$ cat config.mk
export PLATFORM = sky130hd
export DESIGN_NAME = fa_pipe_nbit
export DESIGN_NICKNAME = d
export VERILOG_FILES = /design/src/rtl/fa_pipe_nbit.sv
export SDC_FILE = /design/constraint.sdc
export NUM_CORES = 1
export LEC_CHECK = 0
export ABC_AREA = 1
export CAP_MARGIN = 25
export CORE_UTILIZATION = 56
export DETAILED_ROUTE_END_ITERATION = 10
export HOLD_SLACK_MARGIN = 0.1
export PLACE_DENSITY = 0.8
export SKIP_LAST_GASP = 1
export SLEW_MARGIN = 20
export SYNTH_ARGS = -nofsm -noshare
export SYNTH_HDL_FRONTEND = slang
export SYNTH_SLANG_ARGS = --single-unit
$ cat constraint.sdc
create_clock -name clk -period 4.8 [get_ports clk]
set_input_delay 0.48 -clock clk [delete_from_list [all_inputs] [get_ports clk]]
set_output_delay 0.48 -clock clk [all_outputs]
set_load 0.005 [all_outputs]
$ cat src/rtl/fa_pipe_nbit.sv
// Segmented pipelined adder/subtractor: SEG_W bits per stage, valid/ready handshake on both sides.
// Define FA_PIPE_OVF_EN to add the registered signed-overflow output ovf.
module fa_pipe_nbit #(
   parameter int WIDTH = 16,
   parameter int SEG_W = 4
) (
   input  logic             clk,
   input  logic             rst,
   input  logic             in_valid,
   output logic             in_ready,
   input  logic [WIDTH-1:0] a,
   input  logic [WIDTH-1:0] b,
   input  logic             ci,
   input  logic             sub,
   output logic             out_valid,
   input  logic             out_ready,
   output logic [WIDTH-1:0] s,
`ifdef FA_PIPE_OVF_EN
   output logic             ovf,
`endif
   output logic             co
);

   localparam int STAGES = WIDTH / SEG_W;

   logic             adv;

   // Per-stage registers; a_reg/b_reg hold the not-yet-added operand bits,
   // shifted down so the next stage always finds its segment in the low bits.
   logic [WIDTH-1:0] sum_reg   [STAGES];
   logic [WIDTH-1:0] a_reg     [STAGES];
   logic [WIDTH-1:0] b_reg     [STAGES];
   logic             carry_reg [STAGES];
   logic             valid_reg [STAGES];

   logic [WIDTH-1:0] sum_next   [STAGES];
   logic [WIDTH-1:0] a_next     [STAGES];
   logic [WIDTH-1:0] b_next     [STAGES];
   logic             carry_next [STAGES];

`ifdef FA_PIPE_OVF_EN
   logic             sa_reg  [STAGES];
   logic             sb_reg  [STAGES];
   logic             sa_next [STAGES];
   logic             sb_next [STAGES];
   logic             ovf_reg;
   logic             ovf_next;
`endif

   assign adv       = !valid_reg[STAGES-1] || out_ready;
   assign in_ready  = adv;
   assign out_valid = valid_reg[STAGES-1];
   assign s         = sum_reg[STAGES-1];
   assign co        = carry_reg[STAGES-1];

   for (genvar gi = 0; gi < STAGES; gi++) begin : g_stage
      localparam logic [WIDTH-1:0] SEG_MASK = WIDTH'({SEG_W{1'b1}}) << (gi * SEG_W);

      logic [WIDTH-1:0] op_a;
      logic [WIDTH-1:0] op_b;
      logic [WIDTH-1:0] part_s;
      logic             c_in;
      logic [SEG_W:0]   seg_sum;

      if (gi == 0) begin : g_head
         // Subtract is a + ~b + 1: invert b once here and force the carry in.
         assign op_a   = a;
         assign op_b   = sub ? ~b : b;
         assign c_in   = sub ? 1'b1 : ci;
         assign part_s = '0;
`ifdef FA_PIPE_OVF_EN
         assign sa_next[gi] = a[WIDTH-1];
         assign sb_next[gi] = sub ? ~b[WIDTH-1] : b[WIDTH-1];
`endif
      end else begin : g_body
         assign op_a   = a_reg[gi-1];
         assign op_b   = b_reg[gi-1];
         assign c_in   = carry_reg[gi-1];
         assign part_s = sum_reg[gi-1];
`ifdef FA_PIPE_OVF_EN
         assign sa_next[gi] = sa_reg[gi-1];
         assign sb_next[gi] = sb_reg[gi-1];
`endif
      end

      assign seg_sum        = {1'b0, op_a[SEG_W-1:0]} + {1'b0, op_b[SEG_W-1:0]}
                            + (SEG_W+1)'(c_in);
      assign sum_next[gi]   = (part_s & ~SEG_MASK)
                            | ((WIDTH'(seg_sum[SEG_W-1:0]) << (gi * SEG_W)) & SEG_MASK);
      assign carry_next[gi] = seg_sum[SEG_W];
      assign a_next[gi]     = op_a >> SEG_W;
      assign b_next[gi]     = op_b >> SEG_W;
   end

`ifdef FA_PIPE_OVF_EN
   assign ovf_next = (sa_next[STAGES-1] == sb_next[STAGES-1])
                  && (sum_next[STAGES-1][WIDTH-1] != sa_next[STAGES-1]);
   assign ovf      = ovf_reg;
`endif

   // All stages move together; a stalled output freezes the whole pipe.
   always_ff @(posedge clk) begin
      if (rst) begin
         for (int k = 0; k < STAGES; k++) begin
            valid_reg[k] <= 1'b0;
            sum_reg[k]   <= '0;
            a_reg[k]     <= '0;
            b_reg[k]     <= '0;
            carry_reg[k] <= 1'b0;
`ifdef FA_PIPE_OVF_EN
            sa_reg[k]    <= 1'b0;
            sb_reg[k]    <= 1'b0;
`endif
         end
`ifdef FA_PIPE_OVF_EN
         ovf_reg <= 1'b0;
`endif
      end else if (adv) begin
         valid_reg[0] <= in_valid;
         for (int k = 1; k < STAGES; k++) begin
            valid_reg[k] <= valid_reg[k-1];
         end
         for (int k = 0; k < STAGES; k++) begin
            sum_reg[k]   <= sum_next[k];
            a_reg[k]     <= a_next[k];
            b_reg[k]     <= b_next[k];
            carry_reg[k] <= carry_next[k];
`ifdef FA_PIPE_OVF_EN
            sa_reg[k]    <= sa_next[k];
            sb_reg[k]    <= sb_next[k];
`endif
         end
`ifdef FA_PIPE_OVF_EN
         ovf_reg <= ovf_next;
`endif
      end
   end

endmodule

==> impl_metrics.xml, run 1 <==
<?xml version="1.0" encoding="UTF-8"?>
<metrics>
  <group name="synthesis">
    <metric name="area_share_of_the_leading_cell_type_in_the_synthesized_netlist" unit="%">58.4</metric>
    <metric name="ys_top_cells_by_area" unit="">edfxtp_1 (58%), nor2_4 (16%), inv_1 (6.2%)</metric>
    <metric name="ys_types" unit="">21</metric>
    <metric name="ys_ff_latch" unit="">96</metric>
    <metric name="synth.cell_area" unit="µm²">4930</metric>
    <metric name="postSynthNetCount" unit="">420</metric>
    <metric name="synth_sequential_area_ratio" unit="%">58.4</metric>
    <metric name="postSynthAreaPerCell" unit="µm²">13.6</metric>
    <metric name="yosys.area.top_type" unit="">edfxtp_1</metric>
    <metric name="synth_cells" unit="">362</metric>
    <metric name="yosysWarningCount" unit="">0</metric>
  </group>
  <group name="setup_path">
    <metric name="worst_ep_required_time" unit="ns">4.87</metric>
    <metric name="reg2reg_slack" unit="ns">2.67</metric>
    <metric name="slowest_library_cell_on_the_worst_path" unit="">clkdlybuf4s50_1</metric>
    <metric name="worstSetupEndpointType" unit="">flop</metric>
    <metric name="crit_fanout" unit="">17</metric>
    <metric name="path_class" unit="">in -&gt; reg</metric>
    <metric name="critical_path.startpoint_type" unit="">input pin</metric>
    <metric name="critical_path.n_buffers_inverters" unit="">4</metric>
    <metric name="cp_top_family" unit="">buffers and inverters</metric>
    <metric name="critical_path_arrival" unit="ns">2.43</metric>
    <metric name="timing.critical_path.cells" unit="">clkdlybuf4s50_1 &gt; buf_4 &gt; xnor2_1 &gt; fa_1 &gt; inv_1 &gt; fa_1 &gt; nand2_1 &gt; inv_1 &gt; o21ai_0 &gt; a21oi_1</metric>
    <metric name="slowest_delay" unit="ns">0.45</metric>
  </group>
  <group name="cts">
    <metric name="cts_root_buffer" unit="">clkbuf_8</metric>
    <metric name="cts_tree" unit="">yes</metric>
    <metric name="worstSkewPairLatency" unit="ns">0.36</metric>
    <metric name="tritoncts.num_buffers" unit="">9</metric>
    <metric name="max-clock-path-buffers" unit="">2</metric>
    <metric name="clk_transition_reported_paths" unit="ns">0.10</metric>
    <metric name="cts_hold_buf" unit="">0</metric>
    <metric name="cts.sinks" unit="">96</metric>
    <metric name="cts_resized" unit="">0</metric>
    <metric name="cts_setup_buffers" unit="">0</metric>
    <metric name="htreeDepth" unit="">3</metric>
  </group>
  <group name="floorplanning">
    <metric name="die_area" unit="µm²">9190</metric>
    <metric name="chipWidth" unit="µm">95.9</metric>
    <metric name="die_span_y" unit="µm">95.9</metric>
    <metric name="ios" unit="">57</metric>
    <metric name="initial_utilization" unit="%">58.9</metric>
    <metric name="fp-row-count" unit="">33</metric>
    <metric name="core_area" unit="µm²">8380</metric>
  </group>
  <group name="drt">
    <metric name="route.detailed.drc" unit="">0</metric>
    <metric name="wire_per_inst" unit="µm">12.1</metric>
    <metric name="drt_pass1_iterations" unit="">4</metric>
    <metric name="antenna_left" unit="">0</metric>
    <metric name="dr_total_vias" unit="">2503</metric>
    <metric name="wl" unit="µm">6420</metric>
    <metric name="detailedRoute.firstIterationViolations" unit="">97</metric>
    <metric name="routed_vias_inst" unit="">4.71</metric>
  </group>
  <group name="global_routing">
    <metric name="global_route.usage.met3" unit="%">3.55</metric>
    <metric name="met1_routing_resource_usage_after_global_routing" unit="%">18.9</metric>
    <metric name="gr-max-usage-layer" unit="">met2</metric>
    <metric name="global_route.usage.total" unit="%">15.9</metric>
    <metric name="grt_start_max_net_pins" unit="">73</metric>
    <metric name="antenna_found_initial" unit="">0</metric>
    <metric name="groute.layer.met2.usage" unit="%">27.3</metric>
    <metric name="vias_in_the_first_global_route" unit="">2368</metric>
    <metric name="grt_first_pass_wirelength" unit="µm">10700</metric>
    <metric name="grt.overflow.total" unit="">0</metric>
  </group>
  <group name="timing">
    <metric name="hold_viol" unit="">0</metric>
    <metric name="fin_crit_sh" unit="%">49.3</metric>
    <metric name="skew" unit="ns">0.0144</metric>
    <metric name="worst_slack" unit="ns">2.43</metric>
    <metric name="max_clock_freq" unit="MHz">422</metric>
    <metric name="timing.max_slew.rel_slack" unit="%">33.2</metric>
    <metric name="max_slew_violation_count" unit="">0</metric>
    <metric name="report.final.setup_viol" unit="">0</metric>
    <metric name="rsz0062_at_grt" unit="">false</metric>
    <metric name="final_period_minus_worst_setup_slack" unit="ns">2.37</metric>
    <metric name="timing.setup.tns" unit="ns">0</metric>
    <metric name="timing_worst_slew_pin_value" unit="ns">1.00</metric>
  </group>
  <group name="finish">
    <metric name="diodes" unit="">0</metric>
    <metric name="drive_above_1_share" unit="%">22.5</metric>
    <metric name="area.growth.synth_to_final" unit="%">16.1</metric>
    <metric name="layoutNonFillerInstCount" unit="">531</metric>
    <metric name="fillerInstances" unit="">605</metric>
    <metric name="flip_flop_count_of_the_largest_register_all_copies_and_words_added" unit="">40</metric>
    <metric name="postLayoutCellArea" unit="µm²">5730</metric>
    <metric name="post_route_core_utilization" unit="%">68.3</metric>
    <metric name="nets" unit="">479</metric>
  </group>
  <group name="pwr">
    <metric name="p_per_area" unit="nW/µm²">334</metric>
    <metric name="p_leak" unit="µW">0.00223</metric>
    <metric name="vdd_drop_max" unit="mV">0.182</metric>
  </group>
  <group name="min_path">
    <metric name="hp-class" unit="">reg -&gt; reg</metric>
  </group>
  <group name="placed_design">
    <metric name="globalplace.congestion" unit="">0.706</metric>
    <metric name="numPortBuffers" unit="">56</metric>
    <metric name="dp.final_hpwl" unit="µm">4220</metric>
    <metric name="placed_cell_area" unit="µm²">5480</metric>
    <metric name="pre_cts_slack" unit="ns">2.07</metric>
    <metric name="dpl.cell_count" unit="">515</metric>
  </group>
  <group name="run">
    <metric name="max_capacitance_violation_total" unit="">0</metric>
  </group>
  <group name="outcome">
    <metric name="outcome" unit="">completed</metric>
  </group>
</metrics>
==> synthesized netlist by cell type <==
library cell and number:
inv_1 81, xnor2_1 15, buf_12 8, a21oi_1 13, o21ai_0 1, ha_1 12
inv_2 1, nand2_1 9, nand3_1 9, edfxtp_1 96, nand2_4 1, nand2_2 1
nor2_4 70, xor2_1 4, buf_2 2, fa_1 8, nor3_1 1, buf_6 2
nor2_1 25, or2_2 2, nand3b_1 1
==> worst paths after layout <==
check / startpoint / endpoint / cells after the start
max: sub / carry_reg[0][0]$_SDFFCE_PN0P_ / 10
min: sum_reg[0][17]$_SDFFCE_PN0P_ / sum_reg[0][33]$_SDFFCE_PN0P_ / 2
max reg2reg: valid_reg[0][3]$_DFFE_PP_ / b_reg[0][8]$_SDFFCE_PN0P_ / 4
min reg2reg: sum_reg[0][17]$_SDFFCE_PN0P_ / sum_reg[0][33]$_SDFFCE_PN0P_ / 2
==> metrics by stage <==
| stage | hold slack (ns) | total power, µW |
|---|---|---|
| global route | 0.593 | 1990 |
| floorplan | 0.519 | 1240 |
| detailed placement | 0.549 | 1310 |
| finish | 0.563 | 1910 |
| CTS | 0.568 | 1930 |
| global placement | 0.529 | 1290 |
==> layout make-up <==
cell class | count | area [µm²] | area share (%)
multi-input combinational | 172 | 1570 | 27.4
clock buffer | 9 | 124 | 2.16
inverter | 82 | 308 | 5.37
sequential | 96 | 2880 | 50.3
tap | 105 | 131 | 2.29
clock inverter | 7 | 120 | 2.10
timing repair buffer | 60 | 591 | 10.3
==> per-layer routing <==
layer | routed length, µm | vias up
met5 | 0 | -
met4 | 124 | 0
met3 | 315 | 10
met2 | 3350 | 61
met1 | 2620 | 1178
li1 | - | 1254
==> cell usage in the layout, fill, tap and decap left out, types with 4 or more instances in the layout <==
master,instances
nor2_4,70
ha_1,12
nand2_1,9
clkbuf_8,9
clkdlybuf4s50_1,56
fa_1,8
buf_4,4
inv_1,81
nor2_1,25
nand3_1,8
xor2_1,4
a21oi_1,13
xnor2_1,15
edfxtp_1,96
==> report_power, final <==
part	internal, µW	total [µW]	switching, µW	leakage (µW)
clock network	347	627	281	0.000119
registers	993	1010	20.3	0.00114
logic	125	270	145	0.000965
total	1460	1910	446	0.00223
==> cell families (layout without fill, tap and decap cells) <==
logic type / count (synthesis) / after routing / share of synthesized area [%]
adder cells (fa/ha/maj): 20 / 20 / 6.29
AND/OR/NAND/NOR: 119 / 119 / 20.3
XOR/XNOR: 19 / 19 / 3.37
AO/OA/AOI/OAI: 14 / 14 / 1.42
flip-flops: 96 / 96 / 58.4
buffers and inverters: 94 / 158 / 10.1
==> tightest hold or removal path, delay by kind of cell (launching register included) <==
kind                   cells  cell delay (ns)
AND/OR/NAND/NOR            1             0.09
flip-flops                 1             0.33
buffers and inverters      1             0.06
Note: power is estimated with default switching activity, not from simulation.
==> run 2, diff against run 1 <==
Clock period 4.8 ns to 2.2 ns, I/O delays scaled along.
==> impl_metrics.xml, run 2 (synthesized netlist as in run 1, its figures left out) <==
<?xml version="1.0" encoding="UTF-8"?>
<metrics>
  <group name="min_path">
    <metric name="hp-class" unit="">in -&gt; reg</metric>
    <metric name="worstHoldEndpoint" unit="">valid_reg[0][0]$_SDFFCE_PN0P_</metric>
    <metric name="hold_path.startpoint" unit="">in_valid</metric>
    <metric name="holdPathStages" unit="">3</metric>
  </group>
  <group name="run">
    <metric name="max_capacitance_violation_total" unit="">0</metric>
  </group>
  <group name="timing">
    <metric name="timing.max_slew.rel_slack" unit="%">74.8</metric>
    <metric name="rsz0062_at_grt" unit="">false</metric>
    <metric name="skew" unit="ns">0.00733</metric>
    <metric name="fin_hold_ws" unit="ns">0.538</metric>
    <metric name="report.final.setup_viol" unit="">0</metric>
    <metric name="final_period_minus_worst_setup_slack" unit="ns">1.94</metric>
    <metric name="hold_viol" unit="">0</metric>
    <metric name="fin_crit_sh" unit="%">88.1</metric>
    <metric name="worst_slack" unit="ns">0.261</metric>
    <metric name="timing_worst_slew_pin_value" unit="ns">0.378</metric>
    <metric name="max_clock_freq" unit="MHz">516</metric>
    <metric name="max_slew_violation_count" unit="">0</metric>
  </group>
  <group name="setup_path">
    <metric name="critical_path.n_buffers_inverters" unit="">3</metric>
    <metric name="critical_path.startpoint_type" unit="">input pin</metric>
    <metric name="path_class" unit="">in -&gt; reg</metric>
    <metric name="reg2reg_slack" unit="ns">0.40</metric>
    <metric name="timing.critical_path.cells" unit="">clkdlybuf4s50_1 &gt; xnor2_1 &gt; fa_1 &gt; inv_1 &gt; fa_1 &gt; nand2_1 &gt; inv_1 &gt; o21ai_0 &gt; a21oi_1</metric>
    <metric name="worst_r2r_endpoint" unit="">sum_reg[0][62]$_SDFFCE_PN0P_</metric>
    <metric name="cp_top_family" unit="">buffers and inverters</metric>
    <metric name="worstSetupEndpointType" unit="">flop</metric>
    <metric name="slowest_delay" unit="ns">0.53</metric>
    <metric name="worst_ep_required_time" unit="ns">2.31</metric>
    <metric name="reg2reg_from" unit="">carry_reg[0][2]$_SDFFCE_PN0P_</metric>
    <metric name="worst-r2r-cell-count" unit="">4</metric>
    <metric name="crit_fanout" unit="">3</metric>
    <metric name="slowest_library_cell_on_the_worst_path" unit="">clkdlybuf4s50_1</metric>
    <metric name="critical_path_arrival" unit="ns">2.05</metric>
  </group>
  <group name="floorplanning">
    <metric name="ios" unit="">57</metric>
    <metric name="core_area" unit="µm²">8380</metric>
    <metric name="fp-row-count" unit="">33</metric>
    <metric name="die_area" unit="µm²">9190</metric>
    <metric name="initial_utilization" unit="%">58.9</metric>
    <metric name="chipWidth" unit="µm">95.9</metric>
    <metric name="die_span_y" unit="µm">95.9</metric>
  </group>
  <group name="finish">
    <metric name="area.growth.synth_to_final" unit="%">18.7</metric>
    <metric name="diodes" unit="">0</metric>
    <metric name="flip_flop_count_of_the_largest_register_all_copies_and_words_added" unit="">40</metric>
    <metric name="layout.cells.most_common_list" unit="">edfxtp_1 (96), inv_1 (81), nor2_4 (70)</metric>
    <metric name="postLayoutCellArea" unit="µm²">5860</metric>
    <metric name="fillerInstances" unit="">595</metric>
    <metric name="mostFrequentLayoutCell" unit="">edfxtp_1</metric>
    <metric name="layoutNonFillerInstCount" unit="">540</metric>
    <metric name="nets" unit="">488</metric>
    <metric name="drive_above_1_share" unit="%">23.9</metric>
  </group>
  <group name="placed_design">
    <metric name="dpl.cell_count" unit="">524</metric>
    <metric name="globalplace.congestion" unit="">0.720</metric>
    <metric name="numPortBuffers" unit="">56</metric>
    <metric name="pre_cts_slack" unit="ns">-0.137</metric>
    <metric name="placed_cell_area" unit="µm²">5640</metric>
    <metric name="dp.final_hpwl" unit="µm">5060</metric>
  </group>
  <group name="pwr">
    <metric name="p_per_area" unit="nW/µm²">700</metric>
    <metric name="vdd_drop_max" unit="mV">0.315</metric>
    <metric name="net-switching-power" unit="µW">992</metric>
    <metric name="combPwrFrac" unit="%">15.4</metric>
    <metric name="seq_power_share" unit="%">54.0</metric>
    <metric name="p_clk_share" unit="%">30.6</metric>
    <metric name="power.internal" unit="µW">3110</metric>
    <metric name="power_switching_share" unit="%">24.2</metric>
    <metric name="p_leak" unit="µW">0.00230</metric>
  </group>
  <group name="cts">
    <metric name="cts_tree" unit="">yes</metric>
    <metric name="clk_transition_reported_paths" unit="ns">0.09</metric>
    <metric name="max-clock-path-buffers" unit="">2</metric>
    <metric name="worstSkewPairLatency" unit="ns">0.36</metric>
    <metric name="cts_root_buffer" unit="">clkbuf_8</metric>
    <metric name="cts.sinks" unit="">96</metric>
    <metric name="cts_resized" unit="">0</metric>
    <metric name="tritoncts.num_buffers" unit="">9</metric>
    <metric name="cts_setup_buffers" unit="">0</metric>
    <metric name="cts_hold_buf" unit="">0</metric>
    <metric name="htreeDepth" unit="">3</metric>
  </group>
  <group name="global_routing">
    <metric name="grt.overflow.total" unit="">0</metric>
    <metric name="vias_in_the_first_global_route" unit="">2741</metric>
    <metric name="antenna_found_initial" unit="">0</metric>
    <metric name="grt_first_pass_wirelength" unit="µm">12100</metric>
    <metric name="grt_start_max_net_pins" unit="">27</metric>
    <metric name="global_route.usage.total" unit="%">17.9</metric>
  </group>
  <group name="drt">
    <metric name="dr_total_vias" unit="">2539</metric>
    <metric name="antenna_left" unit="">0</metric>
    <metric name="wire_per_inst" unit="µm">12.9</metric>
    <metric name="wl" unit="µm">6980</metric>
    <metric name="detailedRoute.firstIterationViolations" unit="">81</metric>
    <metric name="route.detailed.drc" unit="">0</metric>
    <metric name="drt_pass1_iterations" unit="">4</metric>
    <metric name="routed_vias_inst" unit="">4.70</metric>
  </group>
  <group name="outcome">
    <metric name="outcome" unit="">completed</metric>
  </group>
</metrics>
run 2: area by class of cell:
type                            instances  area, µm²  area share [%]
Tap cell                              105        131            2.24
Timing Repair Buffer                   69        746            12.7
Multi-Input combinational cell        172       1570            26.8
Clock buffer                            9        124            2.11
Sequential cell                        96       2880            49.2
Clock inverter                          7       95.1            1.62
Inverter                               82        308            5.25
run 2: worst max-delay path by stage:
stage | from | end | slack, ns | cells after the start
detailed placement | sub | carry_reg[0][0]$_SDFFCE_PN0P_ | -0.14 | 9
CTS | sub | carry_reg[0][0]$_SDFFCE_PN0P_ | 0.26 | 9
global placement | sub | sum_reg[0][1]$_SDFFCE_PN0P_ | -0.03 | 7
finish | sub | carry_reg[0][0]$_SDFFCE_PN0P_ | 0.26 | 9
global route | sub | sum_reg[0][2]$_SDFFCE_PN0P_ | 0.17 | 9
floorplan | sub | sum_reg[0][1]$_SDFFCE_PN0P_ | 0.33 | 8
run 2: routing by layer:
metal | part of all wire, % | vias to the layer above | global-route usage (%) | wire [µm]
met1 | 38 | 1200 | 18.5 | 2640
met5 | 0 | - | 0 | 0
met4 | 2.5 | 0 | 7.84 | 172
li1 | - | 1269 | - | -
met2 | 56 | 57 | 34.5 | 3940
met3 | 3.2 | 13 | 3.63 | 226
run 2: power by group through the flow:
stage	Clock, µW	Combinational [µW]	Sequential [µW]
floorplan	0	457	2250
global placement	0	603	2250
detailed placement	0	635	2260
CTS	1280	643	2220
global route	1340	696	2230
finish	1260	632	2210
run 2: tightest hold or removal path: cells and delay by family:
family                 cells  cell delay, ns
buffers and inverters      2            0.48
AND/OR/NAND/NOR            1            0.04
run 2: through the flow:
stage | setup TNS, ns | utilization (%) | power (µW)
2_1_floorplan | 0 | - | 2700
3_3_place_gp | -0.0504 | 67.3 | 2850
3_5_place_dp | -0.299 | 67.3 | 2890
4_1_cts | 0 | 69.9 | 4140
5_1_grt | 0 | 69.9 | 4270
6_report | 0 | 69.9 | 4100
==> run 3, diff against run 2 <==
Settings changed: CTS_CLUSTER_SIZE set to 12.
==> results of run 3 <==
No change in the layout: final DEF, timing and power equal those of run 2.
